==> src/rtl/mcu_pkg.sv <==
// Shared encodings for the multi-cycle control unit: FSM states, opcodes, mux selects, trap causes.
// Pure definitions; no timing or flow-control content.
package mcu_pkg;

    typedef enum logic [3:0] {
        S_IDLE,
        S_FETCH,
        S_DECODE,
        S_R_EXEC,
        S_R_WB,
        S_ADDI_EXEC,
        S_ADDI_WB,
        S_MEM_ADDR,
        S_LW_MEM,
        S_LW_WB,
        S_SW_MEM,
        S_BEQ,
        S_JUMP,
        S_TRAP
    } state_t;

    localparam logic [5:0] OP_R    = 6'h00;
    localparam logic [5:0] OP_J    = 6'h02;
    localparam logic [5:0] OP_BEQ  = 6'h04;
    localparam logic [5:0] OP_ADDI = 6'h08;
    localparam logic [5:0] OP_LW   = 6'h23;
    localparam logic [5:0] OP_SW   = 6'h2B;

    localparam logic [1:0] ALU_ADD   = 2'd0;
    localparam logic [1:0] ALU_SUB   = 2'd1;
    localparam logic [1:0] ALU_FUNCT = 2'd2;

    localparam logic [1:0] SRCB_B    = 2'd0;
    localparam logic [1:0] SRCB_FOUR = 2'd1;
    localparam logic [1:0] SRCB_IMM  = 2'd2;
    localparam logic [1:0] SRCB_BR   = 2'd3;

    localparam logic [1:0] PCSRC_ALU    = 2'd0;
    localparam logic [1:0] PCSRC_ALUOUT = 2'd1;
    localparam logic [1:0] PCSRC_JUMP   = 2'd2;

    localparam logic [1:0] CAUSE_NONE    = 2'd0;
    localparam logic [1:0] CAUSE_ILLEGAL = 2'd1;
    localparam logic [1:0] CAUSE_TIMEOUT = 2'd2;

    // States that hold a memory request open and are therefore guarded by the wait timer.
    function automatic logic is_mem_state(input state_t s);
        return (s == S_FETCH) || (s == S_LW_MEM) || (s == S_SW_MEM);
    endfunction

endpackage

==> src/rtl/mcu_wait_timer.sv <==
// Counts consecutive not-ready cycles of a memory request; expired is combinational on the limit cycle.
// Zero latency on expired; no backpressure (clr has priority over inc).
module mcu_wait_timer #(
    parameter int TIMEOUT = 16
) (
    input  logic clk,
    input  logic arst_n,
    input  logic clr,
    input  logic inc,
    output logic expired
);
    import mcu_pkg::*;

    localparam int CW = (TIMEOUT > 1) ? $clog2(TIMEOUT) : 1;

    logic [CW-1:0] cnt;

    always_ff @(posedge clk or negedge arst_n) begin
        if (!arst_n) begin
            cnt <= '0;
        end else if (clr) begin
            cnt <= '0;
        end else if (inc) begin
            cnt <= cnt + 1'b1;
        end
    end

    // The TIMEOUT-th idle cycle is the one seen with cnt == TIMEOUT-1; a ready in that cycle wins.
    assign expired = inc && (cnt == CW'(TIMEOUT - 1));

endmodule

==> src/rtl/multicycle_control_unit.sv <==
// Moore-style multi-cycle MIPS controller with illegal-opcode / memory-timeout trap and retire counter.
// Outputs decode from state (ir_write/pc_write also qualify on mem_ready in FETCH); memory states stall on mem_ready.
module multicycle_control_unit #(
    parameter int OPC_W   = 6,
    parameter int TIMEOUT = 16,
    parameter int CNT_W   = 32,
    parameter bit ADDI_EN = 1'b1
) (
    input  logic             clk,
    input  logic             arst_n,
    input  logic             run,
    input  logic [OPC_W-1:0] opcode,
    input  logic             mem_ready,
    output logic             mem_read,
    output logic             mem_write,
    output logic             i_or_d,
    output logic             ir_write,
    output logic             pc_write,
    output logic             pc_write_cond,
    output logic [1:0]       pc_source,
    output logic [1:0]       alu_op,
    output logic             alu_src_a,
    output logic [1:0]       alu_src_b,
    output logic             reg_write,
    output logic             reg_dst,
    output logic             mem_2_reg,
    output logic             trap,
    output logic [1:0]       trap_cause,
    output logic [CNT_W-1:0] instr_count
);
    import mcu_pkg::*;

    state_t     state, next_state;
    logic [1:0] cause_q, cause_d;
    logic       retire;
    logic       in_mem;
    logic       tmr_expired;

    assign in_mem = is_mem_state(state);

    mcu_wait_timer #(
        .TIMEOUT (TIMEOUT)
    ) u_wait_timer (
        .clk     (clk),
        .arst_n  (arst_n),
        .clr     (!in_mem || mem_ready),
        .inc     (in_mem && !mem_ready),
        .expired (tmr_expired)
    );

    always_ff @(posedge clk or negedge arst_n) begin
        if (!arst_n) begin
            state       <= S_IDLE;
            cause_q     <= CAUSE_NONE;
            instr_count <= '0;
        end else begin
            state   <= next_state;
            cause_q <= cause_d;
            if (retire) begin
                instr_count <= instr_count + 1'b1;
            end
        end
    end

    always_comb begin
        next_state    = state;
        cause_d       = cause_q;
        retire        = 1'b0;
        mem_read      = 1'b0;
        mem_write     = 1'b0;
        i_or_d        = 1'b0;
        ir_write      = 1'b0;
        pc_write      = 1'b0;
        pc_write_cond = 1'b0;
        pc_source     = PCSRC_ALU;
        alu_op        = ALU_ADD;
        alu_src_a     = 1'b0;
        alu_src_b     = SRCB_B;
        reg_write     = 1'b0;
        reg_dst       = 1'b0;
        mem_2_reg     = 1'b0;

        case (state)
            S_IDLE: begin
                if (run) next_state = S_FETCH;
            end
            S_FETCH: begin
                mem_read  = 1'b1;
                alu_src_b = SRCB_FOUR;
                if (mem_ready) begin
                    ir_write   = 1'b1;
                    pc_write   = 1'b1;
                    next_state = S_DECODE;
                end else if (tmr_expired) begin
                    next_state = S_TRAP;
                    cause_d    = CAUSE_TIMEOUT;
                end
            end
            S_DECODE: begin
                alu_src_b = SRCB_BR;
                if (opcode == OPC_W'(OP_R)) begin
                    next_state = S_R_EXEC;
                end else if (ADDI_EN && (opcode == OPC_W'(OP_ADDI))) begin
                    next_state = S_ADDI_EXEC;
                end else if ((opcode == OPC_W'(OP_LW)) || (opcode == OPC_W'(OP_SW))) begin
                    next_state = S_MEM_ADDR;
                end else if (opcode == OPC_W'(OP_BEQ)) begin
                    next_state = S_BEQ;
                end else if (opcode == OPC_W'(OP_J)) begin
                    next_state = S_JUMP;
                end else begin
                    next_state = S_TRAP;
                    cause_d    = CAUSE_ILLEGAL;
                end
            end
            S_R_EXEC: begin
                alu_src_a  = 1'b1;
                alu_op     = ALU_FUNCT;
                next_state = S_R_WB;
            end
            S_R_WB: begin
                reg_write = 1'b1;
                reg_dst   = 1'b1;
                retire    = 1'b1;
            end
            S_ADDI_EXEC: begin
                alu_src_a  = 1'b1;
                alu_src_b  = SRCB_IMM;
                next_state = S_ADDI_WB;
            end
            S_ADDI_WB: begin
                reg_write = 1'b1;
                retire    = 1'b1;
            end
            S_MEM_ADDR: begin
                alu_src_a  = 1'b1;
                alu_src_b  = SRCB_IMM;
                next_state = (opcode == OPC_W'(OP_SW)) ? S_SW_MEM : S_LW_MEM;
            end
            S_LW_MEM: begin
                mem_read = 1'b1;
                i_or_d   = 1'b1;
                if (mem_ready) begin
                    next_state = S_LW_WB;
                end else if (tmr_expired) begin
                    next_state = S_TRAP;
                    cause_d    = CAUSE_TIMEOUT;
                end
            end
            S_LW_WB: begin
                reg_write = 1'b1;
                mem_2_reg = 1'b1;
                retire    = 1'b1;
            end
            S_SW_MEM: begin
                mem_write = 1'b1;
                i_or_d    = 1'b1;
                if (mem_ready) begin
                    retire = 1'b1;
                end else if (tmr_expired) begin
                    next_state = S_TRAP;
                    cause_d    = CAUSE_TIMEOUT;
                end
            end
            S_BEQ: begin
                alu_src_a     = 1'b1;
                alu_op        = ALU_SUB;
                pc_write_cond = 1'b1;
                pc_source     = PCSRC_ALUOUT;
                retire        = 1'b1;
            end
            S_JUMP: begin
                pc_write  = 1'b1;
                pc_source = PCSRC_JUMP;
                retire    = 1'b1;
            end
            S_TRAP: begin
                next_state = S_TRAP;
            end
            default: begin
                next_state = S_IDLE;
            end
        endcase

        // run is only consulted at an instruction boundary.
        if (retire) next_state = run ? S_FETCH : S_IDLE;
    end

    assign trap       = (state == S_TRAP);
    assign trap_cause = cause_q;

endmodule

==> config.mk <==
export PLATFORM = sky130hd
export DESIGN_NAME = multicycle_control_unit
export DESIGN_NICKNAME = d
export VERILOG_FILES = /design/src/rtl/mcu_pkg.sv /design/src/rtl/mcu_wait_timer.sv /design/src/rtl/multicycle_control_unit.sv
export SDC_FILE = /design/constraint.sdc
export NUM_CORES = 1
export LEC_CHECK = 0
export BUFFER_PORTS_ARGS = -buffer_cell sky130_fd_sc_hd__buf_2
export CORE_UTILIZATION = 40
export DETAILED_ROUTE_END_ITERATION = 16
export SLEW_MARGIN = 0
export SYNTH_ARGS = -nofsm -noshare
export SYNTH_HDL_FRONTEND = slang
export SYNTH_SLANG_ARGS = --single-unit
==> constraint.sdc <==
create_clock -name clk -period 2.1 [get_ports clk]
set_clock_uncertainty 0.15 [all_clocks]
set_input_delay 0.315 -clock clk [delete_from_list [all_inputs] [get_ports clk]]
set_output_delay 0.315 -clock clk [all_outputs]
set_load 0.01 [all_outputs]
==> results by group, run 1 <==
Cells and area
  – Design area: 3040 um2
  – Fill count: 567
  – Number of diodes: 0
  – Final net count: 330
  – Area delta synth->final: 25.1%
  – Multi-input gate area: 1290 um2
  – Final instance count without filler cells: 394
  – Register area: 1050 um2
  – Layout cells sized above 1: 34.2%

Clock tree
  – CTS tree: yes
  – CTS root buf: clkbuf_8
  – Clk Latency, worst-skew pair: 300 ps
  – CTS max path bufs: 2
  – CTS buffer count: 5
  – H-Tree Depth: 2
  – Clock-pin slew on the worst setup and hold paths: 90 ps
  – CTS Sinks: 42

Worst hold path
  – Hold WC Path Type: in2reg

Synth
  – Asr flop ratio synth: 100%
  – Ys flop type: dfrtp_1
  – Synth Area in XOR/XNOR: 12.2%
  – Sequential share of the synthesized area: 43.2%
  – EDFF count, synth: 0
  – Combinational family with the most area after synthesis: simple AND/OR/NAND/NOR gates
  – Netlist cell types: 51
  – Synth Cell Area: 2430 um2
  – Simple-gate portion of the synthesized area: 27.2%
  – Number of cells produced by synthesis: 247
  – Register bit total from synthesis: 42
  – Mux contribution to synthesized area: 0.875%
  – Mean Syn Cell Area: 9.84 um2
  – Yosys warns: 0
  – Post-synthesis adder-cell area fraction: 1.44%
  – Syn nets: 259
  – Compound-Gate Fraction of Synth Area: 10.9%

Critical path
  – Crit path max-delay family: simple AND/OR/NAND/NOR gates
  – Crit end category: flop
  – R2r setup slk: 120 ps
  – Largest stage delay, worst path: 520 ps
  – Worst path bufs/invs: 1
  – Crit Path Class: reg2reg
  – Critical Path RT: 2170 ps
  – Maximum net fanout on the critical path: 10
  – Critical Path AT: 2050 ps
  – CP startpoint kind: flop
  – Crit path cell chain: nand4_1 -> or4_1 -> buf_4 -> nor4b_2 -> xor2_1
  – CP max-delay cell: or4_1

Timing
  – FMAX: 506 MHz
  – Final hold violation count: 0
  – Max-slew headroom: 64.5%
  – Setup_tns: 0 ps
  – Worst slew pin tran: 533 ps
  – Fin. max-slew vios: 0
  – RSZ-0062 raised after global routing: false
  – Minimum clock period: 1980 ps
  – # setup viols final: 0
  – Worst hold slack: 129 ps
  – Final period utilization: 94.2%

GRT
  – Grt met1 use: 23.9%
  – First-pass GRT wire length: 9220 um
  – Initial antenna violation count: 0
  – M3 GR Usage: 3.31%
  – Pin count of the biggest net entering global routing: 43
  – Grt ovf: 0
  – Tot GR Track Use: 18.6%
  – Met2 Use GR: 31.3%
  – Busiest metal layer after global routing: met2
  – Vias in the first global route: 1920

Floorplanning
  – I/O pin cnt: 61
  – Cell row count: 28
  – Die Area: 6390 um2
  – Die span in x: 80.0 um
  – Core area: 5890 um2
  – Die Span Y: 80.0 um
  – Initial Util: 41.3%

Placed design
  – GPL Wtd Cong: 0.903
  – Cells after DPL: 384
  – PortBufs: 60
  – DPL Wire Length: 3980 um
  – Placed cell areas: 2880 um2

Power
  – P_leak: 1.46 nW
  – Power Density: 889 nW/um2
  – Max VDD drop: 0.371 mV

Drt
  – Via count: 2103
  – ANT nets after route: 0
  – DR WL/cell: 14.1 um
  – DRC: 1
  – TritonRoute pass-1 iters: 10
  – DR vias/cell: 5.34
  – Total Wirelength: 5570 um
  – Number of DRC markers in iteration 0: 70

Flow run
  – Max-Cap Viols: 0

Run status
  – Status: complete, but fails checks
  – Failing checks: design-rule violations
==> worst reg2reg max path, cell delays in order, from the launching register on <==
cell and delay [ps]:
dfrtp_1 430, nand4_1 160, or4_1 520, buf_4 210, nor4b_2 270, xor2_1 180
==> report_power, final <==
part | switching [mW] | leakage (nW) | internal [mW] | total [mW]
Clock | 0.296 | 0.0683 | 0.477 | 0.773
Sequential | 0.0833 | 0.540 | 0.895 | 0.978
Combinational | 0.573 | 0.853 | 0.380 | 0.954
Total | 0.953 | 1.46 | 1.75 | 2.70
==> synthesized netlist by cell type, types with 6 or more instances <==
master | n | area (um2)
a21oi_1 | 7 | 35.0
dfrtp_1 | 42 | 1050
inv_1 | 6 | 22.5
nand2_1 | 22 | 82.6
nand3_1 | 10 | 50.1
nor2_1 | 20 | 75.1
nor3_1 | 18 | 90.1
o21ai_0 | 7 | 35.0
xnor2_1 | 6 | 52.6
xor2_1 | 28 | 245
==> layout make-up <==
type | instances | area share, %
clock buffers | 5 | 2.26
clock inverters | 3 | 2.26
multi-input cells | 184 | 42.5
repair buffers | 79 | 14.6
inverters | 6 | 0.740
well taps | 75 | 3.09
flip-flops and latches | 42 | 34.6
==> cell families (layout without fill, tap and decap cells) <==
group,Yosys count,count (layout)
compound gates,33,33
xor+xnor,34,34
fa+ha+maj,3,3
buf+inv,21,93
flops,42,42
mux,2,2
simple gates,112,112
==> state kept, by name, indices dropped and copies added (netlist names) <==
name	count
instr_count	32
trap_cause	2
u_wait_timer.cnt	4
state	4
==> metal layers <==
metal	routed length, um	vias to the layer above
li1	-	1027
met1	2520	1007
met2	2690	58
met3	252	11
met4	100	0
met5	0	-
==> layout by cell type, fill, tap and decap left out, types with 2 or more instances in the layout <==
master and n:
or3_1 2, or4_1 2, buf_4 18, buf_2 60, a21oi_1 7, xnor2_1 6
inv_1 6, o22ai_1 2, nor4_1 3, nand2b_1 4, o2bb2ai_1 2, nor2_1 20
clkbuf_8 5, bufinv_16 2, nor3_1 17, nand2_1 22, or2_2 3, nor4b_2 3
nand3_1 10, ha_1 2, nor4_2 6, and4_1 5, dfrtp_1 42, xor2_1 28
nand4_1 5, o21ai_0 7, a2111oi_2 5
==> final timing paths <==
check                                 from         endpoint  cells past startpoint
min in group asynchronous           arst_n  instr_count[28]                      3
min reg2reg                instr_count[31]  instr_count[31]                      1
max reg2reg                 instr_count[8]  instr_count[15]                      5
max                         instr_count[8]  instr_count[15]                      5
min                                    run         state[0]                      3
max in group asynchronous           arst_n  instr_count[11]                      3
==> metrics by stage <==
stage	util (%)	worst slack, ps	power (mW)
2_1_floorplan	-	113	1.59
3_3_place_gp	48.9	90.6	1.94
3_5_place_dp	48.9	90.3	1.95
4_1_cts	51.4	21.4	2.73
5_1_grt	51.7	13.6	2.89
6_report	51.7	122	2.70
==> what timing repair did <==
action	CTS	global route
hold endpoints to repair	42	0
setup buffers	0	1
gates resized for setup	0	2
hold buffers	1	0
setup endpoints to repair	0	3
Power figures use the tool's default switching activity.
==> inputs of run 2 (changes only) <==
--- a/config.mk
+++ b/config.mk
@@ -6,6 +6,7 @@
 export NUM_CORES = 1
 export LEC_CHECK = 0
 export BUFFER_PORTS_ARGS = -buffer_cell sky130_fd_sc_hd__buf_2
+export CORE_MARGIN = 3
 export CORE_UTILIZATION = 40
 export DETAILED_ROUTE_END_ITERATION = 16
 export SLEW_MARGIN = 0
==> run 2 against run 1 <==
  * The run now ends clean
  * Global-route usage shrank 2.5 points
  * Non-clock buffer count is the same
  * Largest cell class unchanged
  * Final area shrank 0.58%
  * Critical path depth is the same
  * Count of clock-buffer cells in the layout grew 1
  * Wire length grew 0.27%
  * Worst setup slack lost 18 ps
  * Highest routed layer unchanged
==> results by group, run 2 (synthesis gave the netlist of run 1 again) <==
Cells and area
  – Regs by FF count: instr_count: 32 flops, state: 4 flops, u_wait_timer.cnt: 4 flops
  – Area delta synth->final: 24.4%
  – Biggest register: instr_count
  – Number of diodes: 0 (unchanged)
  – Layout cells sized above 1: 34.5% (+0.31 points)
  – Most common cell after layout, fill and taps aside: buf_2
  – Final net count: 330 (unchanged)
  – Max reg flops: 32 (unchanged)
  – Commonest non-fill, non-tap cells in the layout: buf_2 (60), dfrtp_1 (41), xor2_1 (28), nand2_1 (22), nor2_1 (20)

GRT
  – Pin count of the biggest net entering global routing: 23 (-47%)
  – Tot GR Track Use: 16.1% (-2.5 points)
  – First-pass GRT wire length: 9470 um (+2.8%)
  – Initial antenna violation count: 0 (unchanged)
  – Grt ovf: 0 (unchanged)
  – Vias in the first global route: 2000 (+4.2%)

Critical path
  – Worst path bufs/invs: 2 (+1)
  – Maximum net fanout on the critical path: 8 (-2)
  – Crit Path Class: reg2out
  – Critical Path RT: 1630 ps (-540 ps)
  – Critical Path AT: 1530 ps (-520 ps)
  – Crit end category: primary output
  – CP max-delay cell: dfrtp_2
  – Crit path max-delay family: flip-flops
  – Crit path cell chain: buf_4 -> nand2_1 -> nor3_1 -> or2_2 -> buf_2
  – Largest stage delay, worst path: 470 ps (-50 ps)
  – CP startpoint kind: flop

Timing
  – FMAX: 501 MHz (-0.91%)
  – Setup ws final: 104 ps (-18.2 ps)
  – Final period utilization: 95.0% (+0.87 points)
  – Minimum clock period: 2000 ps (+18.2 ps)
  – Final hold violation count: 0 (unchanged)
  – # setup viols final: 0 (unchanged)
  – Max-slew headroom: 62.2% (-2.3 points)
  – RSZ-0062 raised after global routing: false
  – Fin. max-slew vios: 0 (unchanged)
  – Worst slew pin tran: 553 ps (+20.0 ps)
  – Setup_tns: 0 ps (unchanged)

Drt
  – Number of DRC markers in iteration 0: 86 (+23%)
  – TritonRoute pass-1 iters: 4 (-6)
  – Via count: 2099 (-0.19%)
  – ANT nets after route: 0 (unchanged)
  – DRC: 0 (-1)
  – DR vias/cell: 5.37 (+0.58%)
  – Total Wirelength: 5580 um (+0.27%)
  – DR WL/cell: 14.3 um (+1.0%)

Floorplanning
  – Die Span Y: 84.0 um (+5.0%)
  – I/O pin cnt: 61 (unchanged)
  – Core area: 5710 um2 (-3.0%)
  – Initial Util: 42.6% (+1.3 points)
  – Die Area: 7050 um2 (+10%)
  – Cell row count: 27 (-3.6%)
  – Die span in x: 84.0 um (+5.0%)

Placed design
  – DPL Wire Length: 4130 um (+3.8%)
  – PortBufs: 60 (unchanged)
  – GPL Wtd Cong: 0.760 (-16%)
  – Place WS: 82.4 ps (-7.92 ps)

Power
  – Power Density: 819 nW/um2 (-7.9%)
  – P_leak: 1.48 nW (+1.2%)
  – Sequential fraction of design power: 39.7% (+3.5 points)
  – Net switching power: 0.948 mW (-0.50%)
  – Max VDD drop: 0.381 mV (+2.7%)
  – Cell internal power dissipation: 1.53 mW (-13%)
  – Switch share: 38.3% (+3.1 points)
  – Clock share of power: 20.9% (-7.7 points)
  – Gate power share: 39.4% (+4.1 points)

Flow run
  – Max-Cap Viols: 0 (unchanged)

Clock tree
  – CTS tree: yes
  – CTS max path bufs: 2 (unchanged)
  – CTS buffer count: 5 (unchanged)
  – CTS Sinks: 42 (unchanged)
  – H-Tree Depth: 2 (unchanged)
  – Clock-pin slew on the worst setup and hold paths: 80 ps (about the same)
  – CTS root buf: clkbuf_8
  – Clk Latency, worst-skew pair: 290 ps (about the same)

Worst hold path
  – Hold WC Path Type: in2reg

Run status
  – Status: complete, no violations
-- run 2: routing by layer --
layer,global-route usage (%),vias up,share of wire [%]
met5,0,-,0
met4,3.80,0,0.73
met3,4.05,5,6.1
met2,26.2,48,48
met1,21.6,1017,45
li1,-,1029,-
-- run 2: metrics by stage --
| stage | area, um2 | cells | hold slack [ps] | power (mW) | utilization, % |
|---|---|---|---|---|---|
| floorplan | 2430 | 247 | -131 | 1.59 | - |
| global placement | 2880 | 380 | 167 | 1.94 | 50.4 |
| detailed placement | 2880 | 380 | 163 | 1.95 | 50.4 |
| CTS | 2980 | 389 | 113 | 2.47 | 52.2 |
| global route | 3020 | 391 | 136 | 2.65 | 53.0 |
| finish | 3020 | 391 | 124 | 2.48 | 53.0 |
-- run 2: final cells by class --
class / count / area, um2
Timing Repair Buffer: 79 / 458
Clock buffer: 6 / 72.6
Sequential cell: 42 / 1050
Multi-Input combinational cell: 184 / 1320
Inverter: 6 / 22.5
Tap cell: 72 / 90.1
Clock inverter: 2 / 13.8
Fill cell: 560 / 2690
-- run 2: final timing paths --
path / start / endpoint / slack, ps / depth (start not counted)
max: state[3] / pc_write / 100 / 5
min: run / state[0] / 120 / 3
max reg2reg: instr_count[9] / instr_count[31] / 160 / 5
min reg2reg: u_wait_timer.cnt[0] / u_wait_timer.cnt[0] / 310 / 1
max in group asynchronous: arst_n / state[3] / 920 / 3
min in group asynchronous: arst_n / instr_count[27] / 370 / 2
-- run 2: power groups by stage --
stage / Combinational (mW) / Sequential (mW) / Clock [mW]
finish: 0.976 / 0.983 / 0.517
global route: 1.08 / 1.00 / 0.564
CTS: 0.956 / 0.984 / 0.533
detailed placement: 0.947 / 0.999 / 0
global placement: 0.949 / 0.995 / 0
floorplan: 0.580 / 1.01 / 0
-- run 2: timing repair --
item | CTS | global route
setup endpoints to repair | 1 | 7
setup buffers | 0 | 2
hold endpoints to repair | 20 | 0
gates resized for setup | 1 | 6
hold buffers | 1 | 0
gates cloned | 0 | 0
-- run 2: worst register-to-register path: stages, from the launching register on --
cell,delay (ps)
dfrtp_1,400
nand4_1,180
or4_1,520
buf_4,210
nor4_2,250
xor2_1,170
